`config.mk`:
```
export PLATFORM = sky130hd
export DESIGN_NAME = atm_txn_arbiter
export DESIGN_NICKNAME = d
export VERILOG_FILES = /design/src/rtl/atm_pkg.sv /design/src/rtl/atm_rr_arbiter.sv /design/src/rtl/atm_txn_arbiter.sv
export SDC_FILE = /design/constraint.sdc
export NUM_CORES = 1
export LEC_CHECK = 0
export ABC_AREA = 1
export CAP_MARGIN = 20
export CORE_AREA = 2 2 175 177
export DETAILED_ROUTE_END_ITERATION = 8
export DIE_AREA = 0 0 177 179
export SYNTH_ARGS = -nofsm -noshare
export SYNTH_HDL_FRONTEND = slang
export SYNTH_SLANG_ARGS = --single-unit
```
`constraint.sdc`:
```
create_clock -name clk -period 1.9 [get_ports clk]
set_input_delay 0.285 -clock clk [delete_from_list [all_inputs] [get_ports clk]]
set_output_delay 0.285 -clock clk [all_outputs]
set_load 0.005 [all_outputs]
```
`src/rtl/atm_pkg.sv`:
```
// atm_pkg: shared field widths, opcodes, core state codes and arbiter FSM encoding
package atm_pkg;
    localparam int OP_W  = 3;
    localparam int ACC_W = 4;
    localparam int PIN_W = 16;
    localparam int AMT_W = 32;
    localparam int BAL_W = 32;
    localparam logic [OP_W-1:0] OP_SHOW_BAL = 3'd3;
    localparam logic [OP_W-1:0] OP_WITHDRAW = 3'd4;
    localparam logic [OP_W-1:0] OP_DEPOSIT  = 3'd5;
    localparam logic [OP_W-1:0] OP_PIN_CHG  = 3'd6;
    localparam logic [2:0] CORE_AUTH = 3'd3;
    localparam logic [2:0] CORE_IDLE = 3'd7;
    localparam logic [1:0] ST_IDLE = 2'd0;
    localparam logic [1:0] ST_CRST = 2'd1;
    localparam logic [1:0] ST_RUN  = 2'd2;
    localparam logic [1:0] ST_RESP = 2'd3;
    typedef struct packed {
        logic [OP_W-1:0]  op;
        logic [ACC_W-1:0] acc;
        logic [PIN_W-1:0] pin;
        logic [PIN_W-1:0] newpin;
        logic [AMT_W-1:0] amount;
        logic             lang;
    } txn_t;
endpackage

```
`src/rtl/atm_rr_arbiter.sv`:
```
// atm_rr_arbiter: combinational round-robin pick of the first requester at or after the pointer
module atm_rr_arbiter #(
    parameter int N = 4
) (
    input  logic [N-1:0]         i_req,
    input  logic [$clog2(N)-1:0] i_ptr,
    output logic [N-1:0]         o_grant,
    output logic [$clog2(N)-1:0] o_idx,
    output logic                 o_any
);
    localparam int PW = $clog2(N);
    always_comb begin
        o_idx = '0;
        for (int k = N - 1; k >= 0; k--) begin
            if (i_req[PW'((int'(i_ptr) + k) % N)]) o_idx = PW'((int'(i_ptr) + k) % N);
        end
    end
    assign o_any   = |i_req;
    assign o_grant = N'(o_any) << o_idx;
endmodule

```
`src/rtl/atm_txn_arbiter.sv`:
```
// atm_txn_arbiter: round-robin owner of the shared ATM core with per-terminal failure lockout
module atm_txn_arbiter
    import atm_pkg::*;
#(
    parameter int NUM_TERM  = 4,
    parameter int OP_CYCLES = 4,
    parameter int MAX_FAIL  = 3
) (
    input  logic                      clk,
    input  logic                      rst,
    input  logic [NUM_TERM-1:0]       i_term_req,
    input  logic [OP_W*NUM_TERM-1:0]  i_term_op,
    input  logic [ACC_W*NUM_TERM-1:0] i_term_acc,
    input  logic [PIN_W*NUM_TERM-1:0] i_term_pin,
    input  logic [PIN_W*NUM_TERM-1:0] i_term_newpin,
    input  logic [AMT_W*NUM_TERM-1:0] i_term_amount,
    input  logic [NUM_TERM-1:0]       i_term_lang,
    output logic [NUM_TERM-1:0]       o_term_grant,
    output logic [NUM_TERM-1:0]       o_term_done,
    output logic [NUM_TERM-1:0]       o_term_locked,
    output logic [BAL_W-1:0]          o_rsp_balance,
    output logic                      o_rsp_success,
    output logic                      o_core_rst,
    output logic [OP_W-1:0]           o_core_op,
    output logic [ACC_W-1:0]          o_core_acc,
    output logic [PIN_W-1:0]          o_core_pin,
    output logic [PIN_W-1:0]          o_core_newpin,
    output logic [AMT_W-1:0]          o_core_amount,
    output logic                      o_core_lang,
    input  logic [BAL_W-1:0]          i_core_balance,
    input  logic                      i_core_success,
    input  logic [2:0]                i_core_state
);
    localparam int PW = $clog2(NUM_TERM);
    localparam int CW = $clog2(OP_CYCLES);
    localparam int FW = $clog2(MAX_FAIL + 1);
    logic [1:0]          r_state;
    logic [PW-1:0]       r_ptr, r_gidx;
    logic [CW-1:0]       r_cnt;
    logic [FW-1:0]       r_fail [NUM_TERM];
    logic [NUM_TERM-1:0] r_grant, r_done, r_locked;
    logic [BAL_W-1:0]    r_bal;
    logic                r_succ, r_core_rst;
    txn_t                r_txn;
    logic [NUM_TERM-1:0] w_elig, w_pick;
    logic [PW-1:0]       w_idx, w_nptr;
    logic [FW-1:0]       w_fail_nxt;
    logic                w_any, w_abort, w_expire, w_unused;
    atm_rr_arbiter #(.N(NUM_TERM)) u_rr (
        .i_req   (w_elig),
        .i_ptr   (r_ptr),
        .o_grant (w_pick),
        .o_idx   (w_idx),
        .o_any   (w_any)
    );
    // a terminal whose done is showing this cycle still holds req; keep it out of this pick
    assign w_elig     = i_term_req & ~r_locked & ~r_done;
    assign w_abort    = (r_state == ST_CRST || r_state == ST_RUN) && !i_term_req[r_gidx];
    assign w_expire   = r_state == ST_RUN && r_cnt == CW'(OP_CYCLES - 1);
    assign w_nptr     = r_gidx == PW'(NUM_TERM - 1) ? '0 : r_gidx + 1'b1;
    assign w_fail_nxt = r_fail[r_gidx] + 1'b1;
    assign w_unused   = ^i_core_state;
    always_ff @(posedge clk) begin
        if (rst) begin
            r_state    <= ST_IDLE;
            r_ptr      <= '0;
            r_gidx     <= '0;
            r_cnt      <= '0;
            r_grant    <= '0;
            r_done     <= '0;
            r_locked   <= '0;
            r_bal      <= '0;
            r_succ     <= 1'b0;
            r_core_rst <= 1'b0;
            r_txn      <= '0;
            for (int i = 0; i < NUM_TERM; i++) r_fail[i] <= '0;
        end else begin
            r_done     <= '0;
            r_core_rst <= 1'b1;
            if (w_abort) begin
                r_state    <= ST_IDLE;
                r_grant    <= '0;
                r_ptr      <= w_nptr;
                r_core_rst <= 1'b0;
            end else if (r_state == ST_IDLE) begin
                if (w_any) begin
                    r_state    <= ST_CRST;
                    r_grant    <= w_pick;
                    r_gidx     <= w_idx;
                    r_core_rst <= 1'b0;
                    r_txn      <= '{op:     i_term_op[w_idx*OP_W +: OP_W],
                                    acc:    i_term_acc[w_idx*ACC_W +: ACC_W],
                                    pin:    i_term_pin[w_idx*PIN_W +: PIN_W],
                                    newpin: i_term_newpin[w_idx*PIN_W +: PIN_W],
                                    amount: i_term_amount[w_idx*AMT_W +: AMT_W],
                                    lang:   i_term_lang[w_idx]};
                end
            end else if (r_state == ST_CRST) begin
                r_state <= ST_RUN;
                r_cnt   <= '0;
            end else if (r_state == ST_RUN) begin
                r_cnt <= r_cnt + 1'b1;
                if (w_expire) begin
                    r_state <= ST_RESP;
                    r_bal   <= i_core_balance;
                    r_succ  <= i_core_success;
                end
            end else begin
                r_state        <= ST_IDLE;
                r_grant        <= '0;
                r_done         <= r_grant;
                r_ptr          <= w_nptr;
                r_fail[r_gidx] <= r_succ ? '0 : (r_fail[r_gidx] == FW'(MAX_FAIL) ? r_fail[r_gidx] : w_fail_nxt);
                if (!r_succ && w_fail_nxt == FW'(MAX_FAIL)) r_locked[r_gidx] <= 1'b1;
            end
        end
    end
    assign o_term_grant  = r_grant;
    assign o_term_done   = r_done;
    assign o_term_locked = r_locked;
    assign o_rsp_balance = r_bal;
    assign o_rsp_success = r_succ;
    assign o_core_rst    = r_core_rst;
    assign o_core_op     = r_txn.op;
    assign o_core_acc    = r_txn.acc;
    assign o_core_pin    = r_txn.pin;
    assign o_core_newpin = r_txn.newpin;
    assign o_core_amount = r_txn.amount;
    assign o_core_lang   = r_txn.lang;
endmodule
```
### After elaboration in Yosys (flattened, before gate mapping)

Memory sizes are Yosys's and may differ from the RTL's. A register that Yosys moved wholly into a read port is not among the register bits.
Index checks and enable logic that the tools add are counted.

| storage, ports and cells | value |
|---|---|
| RAM bits | 8 |
| memories kept | 1 |
| input port bits | 330 |
| flip-flop bits (word level) | 126 |
| logic and storage cells | 134 |

| cells by class | value |
|---|---|
| shift-type cells | 6 |
| eq/ne operators | 13 |
| bitwise gates (word level) | 9 |
| add/subtract/negate cells | 6 |
| multiplexer cells | 55 |
| reductions and logical operators | 20 |
| multiply operators | 1 |
| $lt $le $gt $ge | 7 |

Memories:

| name | words | bits a word | rd ports | clocked after Yosys merged registers in | write ports | RTL line | source |
|---|---|---|---|---|---|---|---|
| r_fail | 4 | 2 | 1 | 1 | 4 | atm_txn_arbiter.sv:40 | `logic [FW-1:0] r_fail [NUM_TERM];` |

Operators by type and width:

| cell | count |
|---|---|
| indexed part select 128 x 8 -> 32 bit | 1 |
| indexed part select 64 x 7 -> 16 bit | 2 |
| two-way mux 2 bit | 22 |
| two-way mux 1 bit | 22 |
| < comparator 2 x 4 -> 1 bit (second input constant) | 4 |
| two-way mux 4 bit | 4 |
| indexed part select 16 x 5 -> 4 bit | 1 |
| binary-select mux 1 bit (select 2 bit) | 6 |
| AND reduction 3 bit | 4 |
| indexed part select 12 x 5 -> 3 bit | 1 |
| equality test 2 bit (second input constant) | 5 |
| AND reduction 5 bit | 2 |
| adder 2 x 1 -> 2 bit (second input constant) | 4 |
| AND 4 bit | 2 |
| inverter 4 bit | 2 |
| < comparator 2 x 3 -> 1 bit (second input constant) | 2 |
| != test 2 x 1 -> 1 bit (second input constant) | 3 |
| != test 2 bit (second input constant) | 3 |
| OR reduction 5 bit | 1 |
| adder 2 bit (second input constant) | 2 |
| logical AND 1 bit | 4 |
| multiplier 2 x 2 -> 4 bit (second input constant) | 1 |
| != test 4 x 3 -> 1 bit (second input constant) | 1 |
| inverter 1 bit | 4 |
| other kinds (12) | 14 |

### Longest topological paths before layout

| depth | value |
|---|---|
| depth after elaboration | 13 |
| depth in mapped cells | 17 |

### Modules after synthesis

From an unflattened synthesis, not the netlist that was laid out.

| unflattened totals | value |
|---|---|
| cells, all modules | 1180 |
| area total of the unflattened synthesis | 7583.5 um^2 |

Modules (own cells, without submodules):

| module | cells an instance | times used | area each (um^2) |
|---|---|---|---|
| atm_txn_arbiter | 1132 | 1 | 7362.1 |
| atm_rr_arbiter | 48 | 1 | 221.5 |

### Worst setup path before layout

OpenSTA, ideal clock, no wires.

| timing | value |
|---|---|
| path type | flip-flop to flip-flop |
| start point | register r_ptr[0] |
| end point | register r_txn, in the netlist o_core_acc[3] |
| path slack | 125 ps |
| buffers on the path | 3 |
| setup time | 110 ps |
| data arrival time | 1665 ps |
| cell stages (with the launch flop) | 18 |
| cell sequence | dfxtp_1 > buf_4 > inv_2 > nand3_1 > nand2_1 > nand2_1 > nand2_1 > nand2_1 > nand2_1 > nand2_2 > nand2_4 > buf_6 > buf_6 > nand2_1 > nand3_1 > nand3_1 > nand2_1 > inv_1 |

| on the way | value |
|---|---|
| longest elaborated chain between the ends | 9 |

RTL lines:

| what | RTL line | source |
|---|---|---|
| start: declaration | atm_txn_arbiter.sv:38 | `logic [PW-1:0] r_ptr, r_gidx;` |
| start signal: assignment | atm_txn_arbiter.sv:83 | `r_ptr <= w_nptr;` |
| start signal: assignment | atm_txn_arbiter.sv:112 | `r_ptr <= w_nptr;` |
| adder 2 bit | atm_rr_arbiter.sv:15 | `if (i_req[PW'((int'(i_ptr) + k) % N)]) o_idx = PW'((int'(i_ptr) + k) % N);` |
| binary-select mux 1 bit (select 2 bit) | atm_rr_arbiter.sv:15 |  |
| two-way mux 1 bit (not written as such) (2 in a row) | atm_rr_arbiter.sv:15 |  |
| two-way mux 2 bit (3 in a row) | atm_rr_arbiter.sv:15 |  |
| two-way mux 2 bit (*) | atm_rr_arbiter.sv:15 |  |
| indexed part select 16 x 5 -> 4 bit (*) | atm_txn_arbiter.sv:92 | `acc: i_term_acc[w_idx*ACC_W +: ACC_W],` |
| end signal: assignment | atm_txn_arbiter.sv:91 | `r_txn <= '{op: i_term_op[w_idx*OP_W +: OP_W],` |
| end: declaration | atm_txn_arbiter.sv:44 | `txn_t r_txn;` |

Mark *: on every way between the ends. The rest lies on a longest branch, timed or not. The select of a mux whose other input is x is not followed.
A chain may end at the register's enable or synchronous reset.

### Worst setup path in the final report

| timing | value |
|---|---|
| start point | register r_ptr[0] |
| end point | register r_txn, in the netlist o_core_newpin[13] |

| on the way | value |
|---|---|
| longest elaborated chain between the ends | 9 |

RTL lines:

| what | RTL line | source |
|---|---|---|
| adder 2 bit | atm_rr_arbiter.sv:15 |  |
| binary-select mux 1 bit (select 2 bit) | atm_rr_arbiter.sv:15 |  |
| two-way mux 1 bit (not written as such) (2 in a row) | atm_rr_arbiter.sv:15 |  |
| two-way mux 2 bit (3 in a row) | atm_rr_arbiter.sv:15 |  |
| two-way mux 2 bit (*) | atm_rr_arbiter.sv:15 |  |
| indexed part select 64 x 7 -> 16 bit (*) | atm_txn_arbiter.sv:94 | `newpin: i_term_newpin[w_idx*PIN_W +: PIN_W],` |

Marked as above.

==> results.cfg <==
[critical_path]
cpMostUsedCell = nand2_2
arrival_ps = 2340
crit_path_end_kind = flop
criticalPathCategory = flop to flop
crit_required_ps = 2220
crit_slowest_cell = dfxtp_4
worstPathMaxFanout = 8
crit_chain = buf_6, nand3_2, nand2_2, nand2_2, nand2_1, nand2_2, nand2_4, nand2_4, nor2_4, buf_12, clkbuf_16, nand3_1, and3_1
reg2reg_slack_ps = -110
worstSetupStartpointType = flop
slowest_delay_ps = 390

[placed_design]
place.detailed.hpwl_mm = 26.6
detailedPlace.worstSlack_ps = -635
portBuffers = 444
routabilityCongestion = 0.908

[yosys]
synthDominantCellAreaShare_pct = 30.7
syn_area_um2 = 8340
synth_top_family_by_area = simple AND/OR/NAND/NOR gates
avgSynthCellArea_um2 = 6.35
synth_top_cell_by_area = dfxtp_1
synth_fa_ha_area_share_pct = 1.80
yosys_warnings = 0
async_flop_share_pct = 0
ys_ff_latch = 136
dominantRegCellSynth = dfxtp_1
ys_types = 32
syn_nets = 1655
synth-edff-count = 8
ys_seq_area_share_pct = 33.6
yosys.area_share.simple_pct = 46.5
synthTopCellsByArea = dfxtp_1 (31%), nand2_1 (15%), nand3_1 (12%)
synthXorXnorAreaFrac_pct = 0.210
synthMuxAreaShare_pct = 0
synth_compound_area_share_pct = 4.19
syn_inst = 1313

[clock_network]
cts-hold-fix-buffers = 0
cts_buffers = 17
htreeDepth = 4
worstSkewPairLatency_ps = 420
clock_path_buffers = 2
cts_tree = built
clkSinkCount = 136
cts-root-buf = clkbuf_16
clkTransAtPathRegs_ps = 70

[global_route]
grt_max_degree = 47
grt_pass1_vias = 9672
grt_pass1_wl_mm = 54.4
antenna_found_initial = 1
grtUsageTotal_pct = 22.2
overflow = 0

[power_and_ir_drop]
irDropWorstVdd_mv = 1.20
power.leakage_nw = 6.98
power_mw = 28.3
powerDensity_nw_per_um2 = 1840

[finish]
drive_above_1_share_pct = 13.9
seqCellArea_um2 = 2820
syn2layout_area_growth_pct = 84.3
multiInputGateArea_um2 = 4770
final_nets = 2153
n_fill_cell = 2914

[floorplanning]
die_h_um = 179
core_um2 = 30000
die_w_um = 177
dieArea_um2 = 31700
rows = 64
io_pins = 448
start_util_pct = 27.8

[sta]
fin_skew_ps = 16.8
post-route-period-util_pct = 106
fin_setup_tns_ps = -4060
setup_viol = 69
fmax_ghz = 0.497
finalWorstSetupSlack_ps = -114
slew_headroom_pct = 61.2
drv_slew = 0
tightestPinTransition_ps = 582
layout_min_cycle_time_ps = 2010
rsz0062_at_grt = yes
hold_viol = 0

[routing]
viasPerCell = 4.70
top_layer_used = met4
wl_met2_mm = 19.6
route.detailed.drc = 0
wl_met1_mm = 15.9
detail-route-antenna-nets = 0
vias = 10400
drt_iter0_drc = 640
routedWlPerCell_um = 17.6
wl_mm = 39.2
dr.pass1.iters = 5
wl_met3_mm = 2.72

[status]
failed_checks = setup timing
status = finished, violations left

[worst_hold_path]
min_path_type = input port to flop

[flow_run]
cap_violations = 0
==> flip-flops by register name, indices dropped and copies added (netlist names), 3 cells and up, named ones only <==
| register | count |
|---|---|
| o_core_acc | 4 |
| o_core_amount | 32 |
| o_core_newpin | 16 |
| o_core_op | 3 |
| o_core_pin | 16 |
| o_rsp_balance | 32 |
| o_term_done | 4 |
| o_term_grant | 4 |
| o_term_locked | 4 |
| r_fail | 8 |
==> report_power, final <==
part / leakage, nW / internal [mW] / total, mW / switching [mW]
registers: 1.14 / 3.66 / 4.10 / 0.439
clock network: 0.281 / 1.86 / 3.39 / 1.53
logic: 5.56 / 9.87 / 20.8 / 11.0
==> Yosys cell counts (3+ instances only) <==
library cell,instances
nand2_1,324
nand3_1,207
inv_1,171
nor2_1,171
dfxtp_1,128
nand3b_1,94
o21ai_0,40
clkbuf_1,28
and3_1,25
buf_2,24
a21oi_1,18
buf_4,15
ha_1,12
buf_6,10
edfxtp_1,8
buf_1,7
inv_2,6
nand4_1,4
a211oi_1,3
nor3_1,3
==> worst paths after layout <==
path                                     start                              to  depth (start not counted)
setup reg to reg         r_ptr[0]$_SDFFE_PP0P_  o_core_newpin[13]$_SDFFE_PP0P_                         13
hold reg to reg   o_term_grant[2]$_SDFFE_PP0P_       o_term_done[2]$_SDFF_PP0_                          2
setup / recovery         r_ptr[0]$_SDFFE_PP0P_  o_core_newpin[13]$_SDFFE_PP0P_                         13
hold / removal                             rst           r_ptr[1]$_SDFFE_PP0P_                          4
==> area by class of cell <==
cell class                 instances  share of cell area, %
timing repair buffer             563                   39.2
tap                              396                   3.22
clock inverter                    15                   1.03
multi-input combinational        916                   31.0
sequential                       136                   18.3
antenna                            1                 0.0163
inverter                         177                   4.41
clock buffer                      17                   2.77
==> metrics by stage <==
stage                     hold slack [ps]  util, %  cell area (um^2)  instances
after floorplan                       438        -              8340       1313
after detailed placement              458     45.5             13700       2151
after CTS                             253     48.7             14600       2197
after global placement                452     45.5             13700       2151
final                                 265     51.2             15400       2221
after global routing                  287     51.2             15400       2221
==> critical path, delay by kind of cell (launching register included) <==
| kind | cells | cell delay [ps] |
|---|---|---|
| buffers and inverters | 3 | 500 |
| and+or+nand+nor | 10 | 1030 |
| DFF | 1 | 390 |
==> logic make-up (layout without fill, tap and decap cells) <==
kind of cell,Yosys count,count (layout)
xor+xnor,2,2
other cells,0,1
fa+ha+maj,12,12
flops,136,136
compound gates,65,65
buf+inv,261,772
simple gates,837,837
==> repair_timing <==
| action | in CTS | in global routing |
|---|---|---|
| pin swaps | 6 | 46 |
| gates resized for setup | 39 | 98 |
| buffers inserted | 8 | 11 |
| cloned | 6 | 14 |
| endpoints found under the setup margin | 75 | 83 |
==> layer usage <==
layer | vias up | track usage (%)
li1 | 5143 | -
met4 | 0 | 6.75
met5 | - | 0
met2 | 431 | 39.2
met3 | 63 | 4.18
met1 | 4792 | 27.2
==> cells in the final DEF, fill, tap and decap left out, types with 2 or more instances in the layout <==
master	instances
clkdlybuf4s50_1	442
nand2_1	292
nand3_1	177
nor2_1	169
inv_1	167
dfxtp_1	120
nand3b_1	94
buf_4	62
o21ai_0	40
clkbuf_16	30
nand2_2	29
nand3_2	28
and3_1	22
buf_12	18
a21oi_1	14
buf_6	14
ha_1	11
edfxtp_1	8
inv_2	7
inv_6	7
dfxtp_2	7
nand2_4	6
buf_16	6
buf_8	5
nand3_4	4
nand4_1	4
nor2_4	4
inv_4	3
a211oi_1	3
and3_4	3
a21oi_2	3
nor3_1	3
a21oi_4	2
inv_8	2
clkinv_4	2
clkinvlp_4	2
(Power assumes the default switching activity.)
